[config.mk]
export PLATFORM = sky130hd
export DESIGN_NAME = serial_subtractor
export DESIGN_NICKNAME = d
export VERILOG_FILES = /design/src/rtl/serial_subtractor_pkg.sv /design/src/rtl/serial_subtractor_fullsubtractor.sv /design/src/rtl/serial_subtractor.sv
export SDC_FILE = /design/constraint.sdc
export NUM_CORES = 1
export LEC_CHECK = 0
export CORE_UTILIZATION = 51
export CTS_CLUSTER_SIZE = 28
export DETAILED_ROUTE_END_ITERATION = 8
export PLACE_DENSITY = 0.84
export SLEW_MARGIN = 20
export SYNTH_ARGS = -nofsm -noshare
export SYNTH_HDL_FRONTEND = slang
export SYNTH_SLANG_ARGS = --single-unit
[constraint.sdc]
create_clock -name clk -period 1.6 [get_ports clk]
set_clock_uncertainty 0.1 [all_clocks]
set_input_delay 0.16 -clock clk [delete_from_list [all_inputs] [get_ports clk]]
set_output_delay 0.16 -clock clk [all_outputs]
set_load 0.05 [all_outputs]
[src/rtl/serial_subtractor_pkg.sv]
// Shared definitions for the bit-serial subtractor: FSM state encoding,
// default sizing and the full-subtractor bit equations.
package serial_subtractor_pkg;

    localparam int DEFAULT_WIDTH = 8;
    localparam int DEFAULT_CNT_W = 4;

    typedef enum logic {
        IDLE = 1'b0,
        RUN  = 1'b1
    } state_t;

    // Difference bit of one full-subtractor column: x - y - bi.
    function automatic logic sub_diff(input logic x, input logic y, input logic bi);
        return x ^ y ^ bi;
    endfunction

    // Borrow out of one column: borrow when y exceeds x, or when the
    // operands are equal and a borrow is already pending from below.
    function automatic logic sub_borrow(input logic x, input logic y, input logic bi);
        return (~x & y) | (~(x ^ y) & bi);
    endfunction

endpackage

[src/rtl/serial_subtractor_fullsubtractor.sv]
// Single combinational full-subtractor cell. Outputs come first in the
// port list so it lines up with the other ALU bit cells.
module serial_subtractor_fullsubtractor
    import serial_subtractor_pkg::*;
(
    output logic d,
    output logic bo,
    input  logic x,
    input  logic y,
    input  logic bi
);

    assign d  = sub_diff(x, y, bi);
    assign bo = sub_borrow(x, y, bi);

endmodule

[src/rtl/serial_subtractor.sv]
// Bit-serial subtractor: d = a - b, LSB first, one bit per clock.
// The accepting edge loads the operands, the next WIDTH edges each resolve
// one bit through the shared full-subtractor cell, and the last of those
// edges publishes d/bout together with a one-cycle done pulse.
module serial_subtractor
    import serial_subtractor_pkg::*;
#(
    parameter int WIDTH = DEFAULT_WIDTH,
    parameter int CNT_W = DEFAULT_CNT_W
) (
    input  logic             clk,
    input  logic             reset,
    input  logic             start,
    input  logic [WIDTH-1:0] a,
    input  logic [WIDTH-1:0] b,
    output logic             busy,
    output logic             done,
    output logic [WIDTH-1:0] d,
    output logic             bout
);

    // The counter must be able to hold WIDTH-1, the index of the last bit.
    if (WIDTH < 2 || (1 << CNT_W) <= WIDTH) begin : g_param_check
        $error("serial_subtractor: need WIDTH >= 2 and 2**CNT_W > WIDTH");
    end

    localparam logic [CNT_W-1:0] LAST_BIT = CNT_W'(WIDTH - 1);

    state_t           state;
    state_t           state_next;
    logic             accept;
    logic             last_step;

    // Operand shift registers; bit 0 is the column being worked on.
    logic [WIDTH-1:0] sa;
    logic [WIDTH-1:0] sb;

    // Result bits resolved so far, entering at the MSB and moving down.
    // One bit short of WIDTH because the final bit goes straight into d.
    logic [WIDTH-2:0] res;
    logic [WIDTH-1:0] res_shift;

    logic [CNT_W-1:0] cnt;
    logic             borrow;

    logic             cell_diff;
    logic             cell_borrow;

    serial_subtractor_fullsubtractor u_cell (
        .d  (cell_diff),
        .bo (cell_borrow),
        .x  (sa[0]),
        .y  (sb[0]),
        .bi (borrow)
    );

    // Result as it would look after this edge's shift, also the final d.
    assign res_shift = {cell_diff, res};

    assign busy = (state == RUN);

    // Next-state decode: accept a request in IDLE, finish on the last bit.
    always_comb begin
        state_next = state;
        accept     = 1'b0;
        last_step  = 1'b0;
        case (state)
            IDLE: begin
                if (start) begin
                    accept     = 1'b1;
                    state_next = RUN;
                end
            end
            RUN: begin
                if (cnt == LAST_BIT) begin
                    last_step  = 1'b1;
                    state_next = IDLE;
                end
            end
            default: begin
                state_next = IDLE;
            end
        endcase
    end

    // State register.
    always_ff @(posedge clk or posedge reset) begin
        if (reset) begin
            state <= IDLE;
        end else begin
            state <= state_next;
        end
    end

    // Datapath: load operands on accept, then shift one column per edge.
    always_ff @(posedge clk or posedge reset) begin
        if (reset) begin
            sa     <= '0;
            sb     <= '0;
            res    <= '0;
            cnt    <= '0;
            borrow <= 1'b0;
        end else if (accept) begin
            sa     <= a;
            sb     <= b;
            res    <= '0;
            cnt    <= '0;
            borrow <= 1'b0;
        end else if (state == RUN) begin
            sa     <= sa >> 1;
            sb     <= sb >> 1;
            res    <= res_shift[WIDTH-1:1];
            cnt    <= cnt + 1'b1;
            borrow <= cell_borrow;
        end
    end

    // Published result and done pulse; d/bout only move at completion.
    always_ff @(posedge clk or posedge reset) begin
        if (reset) begin
            d    <= '0;
            bout <= 1'b0;
            done <= 1'b0;
        end else begin
            done <= last_step;
            if (last_step) begin
                d    <= res_shift;
                bout <= cell_borrow;
            end
        end
    end

endmodule
==> reports/metrics.csv, run 1 <==
stage,metric,value,unit
status,run_status,completed,
timing,setup_viol,0,
yosys,synth_compound_area_share,8.51,%
clock_tree,root_buffer,clkbuf_4,
yosys,muxShareOfSynthArea,16.9,%
timing,fin_crit_sh,95.2,%
yosys,synth_cells,148,
global_routing,grt_use_total,18.5,%
route,ant_nets,0,
placement,placed_area,0.00202,mm^2
clock_tree,clkSinkCount,39,
route,drt-pass1-iter-count,4,
die,coreArea,0.00310,mm^2
setup_path,regToRegEndpoint,d[4],
route,drc_errors,0,
route,wl_per_cell,13.0,um
clock_tree,ctsHoldBuffers,0,
pwr,intPower,2.40,mW
setup_path,startpoint,busy,
setup_path,cp_max_fo,15,
global_routing,first_global_vias,1095,
global_routing,grt_antenna_before_repair,0,
global_routing,grt_pass1_wl,4730,um
final_layout,diodes,0,
pwr,leakagePower,1.06,nW
die,die_h,59.6,um
timing,rsz0062_at_grt,false,
setup_path,crit_slowest_cell,dfrtp_2,
setup_path,worst-path-buf-inv,2,
yosys,synth_cell_types,18,
final_layout,stdcell_area,0.00211,mm^2
route,wl,2910,um
hold_path,hold_path_class,in2async,
final_layout,drive_gt1_share,18.3,%
route,first_iter_violations,39,
yosys,synth_adder_area_share,1.92,%
final_layout,layout_common_cells,"38 x dfrtp_1, 32 x nand2_1, 27 x o21ai_0",
die,floorplan.io_pins,30,
setup_path,r2r_slack,0.10,ns
yosys,syn_nets,169,
route,vias,1146,
timing,max_freq,657,MHz
setup_path,arrival,1.26,ns
yosys,ys_seq_area_share,57.7,%
setup_path,critPathMaxStageDelay,0.51,ns
clock_tree,clk_latency,0.34,ns
route,via_per_inst,5.12,
setup_path,worstRegToRegCells,3,
flow_run,max_cap_viol_count,0,
pwr,power,3.91,mW
clock_tree,cts_buffers,5,
yosys,synth_xor_area_share,0,%
yosys,avgSynthCellArea,11.4,um^2
timing,setup_ws,0.0772,ns
die,chipWidth,59.6,um
final_layout,final_cells,224,
setup_path,crit_chain,"buf_4, buf_12",
final_layout,synthToLayoutAreaGrowth,24.5,%
setup_path,reg2reg_from,cnt[0],
setup_path,crit_path_start_kind,register,
placement,port_buffers,29,
pwr,combPwrFrac,40.2,%
setup_path,cp.depth,2,
final_layout,fillers,255,
yosys,synthesis.area,0.00169,mm^2
global_routing,grt_max_degree,40,
pwr,p_per_area,1860,mW/mm^2
setup_path,cp.required,1.34,ns
timing,maxSlewHeadroom,77.1,%
timing,tns,0,ns
global_routing,grt.overflow.total,0,
pwr,vdd_ir_drop_max,754,uV
final_layout,final_nets,200,
pwr,seqPwrFrac,42.4,%
placement,placed_cells_incl_taps,216,
die,die-area,0.00355,mm^2
die,start_util,54.5,%
setup_path,crit_path_end_kind,output pin,
pwr,swShare,38.7,%
clock_tree,htree_levels,2,
setup_path,crit_type,reg2out,
timing,post-route-min-period,1.52,ns
placement,dp_hpwl,2090,um
timing,slew_viol_final,0,
setup_path,crit_end,busy,
final_layout,fin_util,67.9,%
timing,holdWs,0.0608,ns
pwr,p_sw,1.51,mW
clock_tree,max-clock-path-buffers,2,
yosys,ys_ff_latch,39,
pwr,clockPowerShare,17.4,%
final_layout,final_common_cell,dfrtp_1,
clock_tree,cts_tree,yes,
timing,tightest_slew,0.343,ns
setup_path,crit_family,flip-flops,
yosys,yosysWarnings,0,
yosys,yosys.area_share.simple,10.1,%
placement,place.gp.congestion,0.741,
yosys,synth_top_family_by_area,multiplexers,
timing,hold_viol,0,
clock_tree,clk_pin_slew,0.11,ns
die,num_rows,20,
placement,dpl_worst_slack,0.0824,ns
synth_stat cells:
master / n / area share (%)
a22o_1: 1 / 0.52
mux2i_1: 17 / 10
ha_1: 1 / 0.74
buf_2: 2 / 0.59
nand2_1: 32 / 7.1
nor2b_1: 1 / 0.37
clkbuf_1: 3 / 0.67
mux2_4: 7 / 6.2
nor2_1: 4 / 0.89
buf_4: 2 / 0.89
nand4b_4: 1 / 1.4
inv_1: 6 / 1.3
o21ai_0: 27 / 8.0
buf_6: 2 / 1.3
dfrtp_1: 39 / 58
mux2_2: 1 / 0.67
fa_1: 1 / 1.2
nand4_1: 1 / 0.37
cells by family after synthesis:
group | Yosys count
adders and majority gates | 2
buffers and inverters | 15
and+or+nand+nor | 39
DFF | 39
AOI/OAI and AO/OA | 28
muxes | 25
sequential cells by signal, indices dropped and copies added, names as in the netlist:
register,flops
borrow,1
bout,1
busy,1
cnt,4
d,8
done,1
res,7
sa,8
sb,8
worst register-to-register path, cell delays in order (launching register included):
cell and delay (ns):
dfrtp_1 0.40, ha_1 0.27, nand4b_4 0.26, mux2_4 0.37
routing by layer:
layer,vias to the layer above,global-route usage [%],wire length [um]
met5,-,0,0
met4,0,6.98,53
met3,8,6.11,146
met2,33,31.1,1410
met1,545,21.9,1300
li1,560,-,-
what timing repair did:
action / in CTS / in global routing
setup buffers: 0 / 0
gates resized for setup: 1 / 0
setup endpoints to repair: 1 / 0
power by group through the flow:
stage / combinational (mW) / clock (mW) / sequential, mW
2_1_floorplan: 0.783 / 0 / 2.00
3_3_place_gp: 1.51 / 0 / 1.65
3_5_place_dp: 1.58 / 0 / 1.68
4_1_cts: 1.58 / 0.698 / 1.66
5_1_grt: 1.71 / 0.743 / 1.71
6_report: 1.57 / 0.681 / 1.66
how the worst min path moves through the flow:
stage	depth (start not counted)	from	slack, ns	end
floorplan	2	a[7]	0.22	sa[7]
global placement	2	sa[5]	0.36	sa[4]
detailed placement	2	sa[6]	0.37	sa[5]
CTS	3	reset	0.07	d[6]
global route	3	reset	0.06	sb[7]
finish	3	reset	0.06	sb[7]
cell type report:
class / instances / area [um^2] / area share (%)
Multi-Input combinational cell: 94 / 634 / 30.1
Clock inverter: 2 / 35.0 / 1.66
Inverter: 6 / 22.5 / 1.07
Sequential cell: 39 / 977 / 46.4
Tap cell: 44 / 55.1 / 2.61
Clock buffer: 6 / 51.3 / 2.44
Timing Repair Buffer: 33 / 330 / 15.7
Note: power is estimated with default switching activity, not from simulation.
==> run 2: changes to the inputs <==
--- a/config.mk
+++ b/config.mk
@@ -5,9 +5,10 @@
 export SDC_FILE = /design/constraint.sdc
 export NUM_CORES = 1
 export LEC_CHECK = 0
+export CAP_MARGIN = 20
 export CORE_UTILIZATION = 51
-export CTS_CLUSTER_SIZE = 28
 export DETAILED_ROUTE_END_ITERATION = 8
+export GPL_ROUTABILITY_DRIVEN = 0
 export PLACE_DENSITY = 0.84
 export SLEW_MARGIN = 20
 export SYNTH_ARGS = -nofsm -noshare
==> results of run 2 <==
The final DEF is identical to that of run 1; final timing and power are the same.
